`config.mk`:
```
export PLATFORM = sky130hd
export DESIGN_NAME = uart_mmio_ctrl
export DESIGN_NICKNAME = d
export VERILOG_FILES = /design/src/rtl/uart_mmio_ctrl.sv
export SDC_FILE = /design/constraint.sdc
export NUM_CORES = 1
export LEC_CHECK = 0
export BUFFER_PORTS_ARGS = -buffer_cell sky130_fd_sc_hd__buf_2
export CAP_MARGIN = 40
export CORE_MARGIN = 10
export CORE_UTILIZATION = 55
export DETAILED_ROUTE_END_ITERATION = 10
export GPL_ROUTABILITY_DRIVEN = 0
export PLACE_DENSITY = 0.79
export SLEW_MARGIN = 10
export SYNTH_ARGS = -nofsm -noshare
export SYNTH_HDL_FRONTEND = slang
export SYNTH_SLANG_ARGS = --single-unit
```
`constraint.sdc`:
```
create_clock -name clock -period 2.8 [get_ports clock]
set_input_delay 0.14 -clock clock [delete_from_list [all_inputs] [get_ports clock]]
set_output_delay 0.14 -clock clock [all_outputs]
set_load 0.005 [all_outputs]
```
`src/rtl/uart_mmio_ctrl.sv`:
```
// uart_mmio_ctrl: maps CPU I/O addresses 252-255 onto a UART with a transmit FIFO and a receive latch.
// Transmit bytes are sent one at a time as a begin pulse, a busy rise, then a busy fall.
module uart_mmio_ctrl #(
    parameter int TX_DEPTH  = 4,
    parameter int BUSY_WAIT = 4
) (
    input  logic       clock,
    input  logic       reset,
    input  logic [7:0] addr,
    input  logic [7:0] w_data,
    input  logic       w_en,
    input  logic       rd_en,
    input  logic [7:0] mem_r_data_in,
    output logic [7:0] r_data,
    output logic       uart_tx_en,
    output logic       uart_rx_en,
    output logic       uart_begin,
    output logic [7:0] uart_tx_data,
    input  logic       uart_busy,
    input  logic [7:0] uart_rx_data,
    input  logic       uart_rx_valid
);
    localparam int AW = $clog2(TX_DEPTH);
    localparam int CW = $clog2(BUSY_WAIT + 1);

    typedef enum logic [1:0] {IDLE, LAUNCH, WAIT_BUSY, WAIT_DONE} state_t;

    state_t        state;
    logic [7:0]    fifo [TX_DEPTH];
    logic [AW:0]   wr_ptr, rd_ptr, used;
    logic [CW-1:0] wait_cnt;
    logic [7:0]    rx_buf;
    logic          rx_valid, rx_overrun, tx_overflow;
    logic          full, empty, pop, push, accept, rx_pop, tx_active;

    // Pointers carry one extra bit so full and empty stay distinguishable.
    assign used      = wr_ptr - rd_ptr;
    assign empty     = used == '0;
    assign full      = used == (AW+1)'(TX_DEPTH);
    assign pop       = state == IDLE && uart_tx_en && !empty;
    assign push      = w_en && addr == 8'd253;
    assign accept    = push && (!full || pop);
    assign rx_pop    = rd_en && addr == 8'd252;
    assign tx_active = !empty || state != IDLE;

    always_comb
        r_data = addr == 8'd255 ? {6'b0, uart_rx_en, uart_tx_en} :
                 addr == 8'd254 ? {3'b0, tx_overflow, rx_overrun, tx_active, rx_valid, full} :
                 addr == 8'd253 ? 8'h00 :
                 addr == 8'd252 ? rx_buf : mem_r_data_in;

    always_ff @(posedge clock)
        if (accept) fifo[wr_ptr[AW-1:0]] <= w_data;

    always_ff @(posedge clock or posedge reset) begin
        if (reset) begin
            wr_ptr      <= '0;
            rd_ptr      <= '0;
            tx_overflow <= 1'b0;
            uart_tx_en  <= 1'b0;
            uart_rx_en  <= 1'b0;
        end else begin
            if (accept) wr_ptr <= wr_ptr + 1'b1;
            if (pop) rd_ptr <= rd_ptr + 1'b1;
            if (push && !accept) tx_overflow <= 1'b1;
            else if (w_en && addr == 8'd254 && w_data[4]) tx_overflow <= 1'b0;
            if (w_en && addr == 8'd255) {uart_rx_en, uart_tx_en} <= w_data[1:0];
        end
    end

    always_ff @(posedge clock or posedge reset) begin
        if (reset) begin
            state        <= IDLE;
            uart_begin   <= 1'b0;
            uart_tx_data <= 8'h00;
            wait_cnt     <= '0;
        end else begin
            case (state)
                IDLE: if (pop) begin
                    uart_tx_data <= fifo[rd_ptr[AW-1:0]];
                    uart_begin   <= 1'b1;
                    state        <= LAUNCH;
                end
                LAUNCH: begin
                    uart_begin <= 1'b0;
                    wait_cnt   <= '0;
                    state      <= WAIT_BUSY;
                end
                // A UART that never raises busy must not stall the queue.
                WAIT_BUSY: if (uart_busy || wait_cnt == CW'(BUSY_WAIT - 1)) state <= WAIT_DONE;
                           else wait_cnt <= wait_cnt + 1'b1;
                WAIT_DONE: if (!uart_busy) state <= IDLE;
                default: state <= IDLE;
            endcase
        end
    end

    always_ff @(posedge clock or posedge reset) begin
        if (reset) begin
            rx_buf     <= 8'h00;
            rx_valid   <= 1'b0;
            rx_overrun <= 1'b0;
        end else begin
            if (w_en && addr == 8'd254 && w_data[3]) rx_overrun <= 1'b0;
            if (uart_rx_valid && uart_rx_en) begin
                if (!rx_valid || rx_pop) begin
                    rx_buf   <= uart_rx_data;
                    rx_valid <= 1'b1;
                end else rx_overrun <= 1'b1;
            end else if (rx_pop) rx_valid <= 1'b0;
        end
    end
endmodule

```
==> flow_metrics.tcl <==
set metrics [dict create \
    synthDistinctLibCells 41 \
    ff2ff_setup_slack_ns 0.59 \
    rsz0062_at_grt "no" \
    yosys.cell_count.top_type "dfrtp_1" \
    synth_top_area_share_pct 32.3 \
    finalHoldViolations 0 \
    min_path_cells 2 \
    cp_max_fo 6 \
    rr_worst_depth 6 \
    synth_seq_cells 65 \
    grt_pass1_vias 2090 \
    die_w_um 93.6 \
    worst_setup_path_start_kind "flip-flop" \
    ys_seq_area_share_pct 60.0 \
    pre_cts_slack_ns 0.592 \
    clk_pin_slew_ns 0.07 \
    setup_slack_ns 0.475 \
    tightest_slew_ns 0.492 \
    netlist_instances 212 \
    die_y_um 93.6 \
    stdcell_count 354 \
    synth_top_area_cell "edfxtp_1" \
    root_buffer "clkbuf_8" \
    status "finished, final reports clean" \
    die-area_sq_mm 0.00876 \
    synthArstFlopShare_pct 50.8 \
    ir_drop_uv 350 \
    pwr-share-clk_pct 26.8 \
    vias_per_cell 5.28 \
    post-route-period-util_pct 83.1 \
    insertion_delay_ns 0.33 \
    worst_setup_path_end_kind "output port" \
    hp-start "uart_rx_data[3]" \
    drive_above_1_share_pct 33.1 \
    whs_endpoint "rx_buf[3]" \
    tns_ns 0 \
    wl_per_cell_um 16.6 \
    grt_overflow 0 \
    startpoint "wr_ptr[0]" \
    totalWireLength_mm 5.88 \
    reg2reg_from "wr_ptr[0]" \
    cts_buffers 9 \
    dp_hpwl_mm 4.35 \
    cap_violations 0 \
    num_vias 1870 \
    num_rows 26 \
    slew_viol_final 0 \
    core_area_sq_mm 0.00517 \
    syn-cell-area_sq_mm 0.00298 \
    first_pass_iters 6 \
    synth_area_leaders "edfxtp_1 32%, dfrtp_1 28%, mux2_1 6.1%" \
    grt_antenna_before_repair 0 \
    pin_count 57 \
    grt_max_degree 34 \
    p_sw_mw 0.751 \
    leakage_nw 1.59 \
    final-setup-viol-count 0 \
    slew_headroom_pct 67.2 \
    cp.arrival_ns 2.19 \
    drc 0 \
    synthFlopType "dfrtp_1" \
    fin_nets 331 \
    track_usage_pct 14.5 \
    grt_pass1_wl_mm 10.0 \
    placed_cells 335 \
    final.setup_skew_ns 0.00780 \
    synth.avg_cell_area_sq_um 14.0 \
    synth_fp_nets 264 \
    max_freq_mhz 430 \
    yosys_warnings 0 \
    cts_buffer_depth 2 \
    pwr-share-comb_pct 24.8 \
    numPortBuffers 56 \
    yosys-top-cells-count "33 x dfrtp_1, 32 x edfxtp_1, 21 x nand2_1, 16 x mux2_1, 14 x ha_1" \
    drt_iter0_drc 84 \
    area_growth_pct 19.1 \
    sw_frac_of_total_pct 29.5 \
    clock-sinks 65 \
    post-route-min-period_ns 2.33 \
    start_util_pct 57.6 \
    rr_endpoint "fifo[0][4]" \
    final_cell_area_sq_mm 0.00355 \
    n_fill_cell 366 \
    crit_required_ns 2.66 \
    htree_levels 3 \
    synth_enable_flop_cells 32 \
    timing.hold.ws_ns 0.0206 \
    pwr-share-seq_pct 48.3 \
    hp-class "in2reg" \
    post-cts-setup-buffers 0 \
    cts_tree "done" \
    intPower_mw 1.80 \
    dpl_cell_area_sq_mm 0.00334 \
    antenna_cells 0 \
    drtAntennaViolNets 0 \
    critPathKind "reg2out" \
    pwr_density_cell_mw_per_mm2 719 \
]
==> per-stage QoR <==
stage | utilization (%) | power (mW)
6_report | 68.6 | 2.55
5_1_grt | 68.6 | 2.71
4_1_cts | 68.6 | 2.58
3_5_place_dp | 64.7 | 1.89
3_3_place_gp | 64.7 | 1.86
2_1_floorplan | - | 1.67
==> cells by family after synthesis <==
logic type,Yosys count,share of synthesized area [%]
compound gates,27,6.09
fa+ha+maj,14,5.88
mux,33,15.4
simple gates,48,7.90
xor+xnor,7,2.31
buf+inv,18,2.44
flops,65,60.0
==> repair_timing <==
| item | in CTS | in global routing |
|---|---|---|
| hold endpoints to repair | 35 | 0 |
| gates resized for setup | 0 | 0 |
| hold buffers | 3 | 0 |
==> worst max-delay path, cell delays in order, from the launching register on <==
cell and delay (ns):
dfrtp_1 0.39, inv_1 0.11, ha_1 0.21, nor2b_1 0.15, xnor2_2 0.27, nor4bb_1 0.35
a211oi_1 0.09, o21ai_0 0.15, buf_2 0.14
==> worst max-delay path by stage <==
stage | endpoint | cells after the start
floorplan | state[1] | 8
global placement | fifo[0][6] | 6
detailed placement | fifo[0][6] | 6
CTS | r_data[0] | 8
global route | r_data[0] | 8
finish | r_data[0] | 8
==> power groups by stage <==
| stage | Combinational (mW) | Clock (mW) | Sequential (mW) |
|---|---|---|---|
| 3_5_place_dp | 0.636 | 0 | 1.25 |
| 2_1_floorplan | 0.433 | 0 | 1.24 |
| 6_report | 0.633 | 0.684 | 1.23 |
| 4_1_cts | 0.645 | 0.704 | 1.23 |
| 3_3_place_gp | 0.618 | 0 | 1.24 |
| 5_1_grt | 0.715 | 0.743 | 1.25 |
==> sequential cells by signal, indices dropped and copies added, names as in the netlist <==
register / cells
fifo: 32
rd_ptr: 3
rx_buf: 8
rx_overrun: 1
rx_valid: 1
state: 2
tx_overflow: 1
uart_begin: 1
uart_rx_en: 1
uart_tx_data: 8
uart_tx_en: 1
wait_cnt: 3
wr_ptr: 3
==> cell usage in the layout, fill, tap and decap left out, drive strengths merged <==
| cell | Yosys | final |
|---|---|---|
| a211oi | 1 | 1 |
| a21boi | 1 | 1 |
| a222oi | 1 | 1 |
| a22o | 1 | 1 |
| a22oi | 1 | 1 |
| a311o | 1 | 1 |
| a41oi | 1 | 1 |
| and2 | 4 | 4 |
| and3 | 1 | 1 |
| buf | 2 | 60 |
| clkbuf | 5 | 9 |
| clkinv | 0 | 6 |
| clkinvlp | 0 | 1 |
| dfrtp | 33 | 33 |
| dlygate4sd3 | 0 | 3 |
| edfxtp | 32 | 32 |
| ha | 14 | 14 |
| inv | 11 | 11 |
| mux2 | 22 | 22 |
| mux2i | 3 | 3 |
| mux4 | 8 | 8 |
| nand2 | 21 | 21 |
| nand2b | 4 | 4 |
| nand3 | 3 | 3 |
| nand4 | 2 | 2 |
| nor2 | 8 | 8 |
| nor2b | 1 | 1 |
| nor3 | 1 | 1 |
| nor4bb | 1 | 1 |
| o21ai | 15 | 15 |
| o21bai | 1 | 1 |
| o22ai | 2 | 2 |
| o31ai | 2 | 2 |
| or2 | 1 | 1 |
| or4 | 1 | 1 |
| xnor2 | 4 | 4 |
| xor2 | 3 | 3 |
==> metal layers <==
layer	routed length, um	vias to the layer above	track usage [%]
li1	-	906	-
met1	2670	911	17.8
met2	2800	46	23.0
met3	341	7	5.04
met4	68	0	5.70
met5	0	-	0
==> cell type report <==
type | instances | area [sq um] | share of cell area (%)
timing repair buffer | 63 | 340 | 9.60
sequential | 65 | 1790 | 50.4
inverter | 11 | 41.3 | 1.16
clock inverter | 7 | 47.5 | 1.34
tap | 70 | 87.6 | 2.47
multi-input combinational | 129 | 1120 | 31.5
clock buffer | 9 | 124 | 3.49
(Power assumes the default switching activity.)
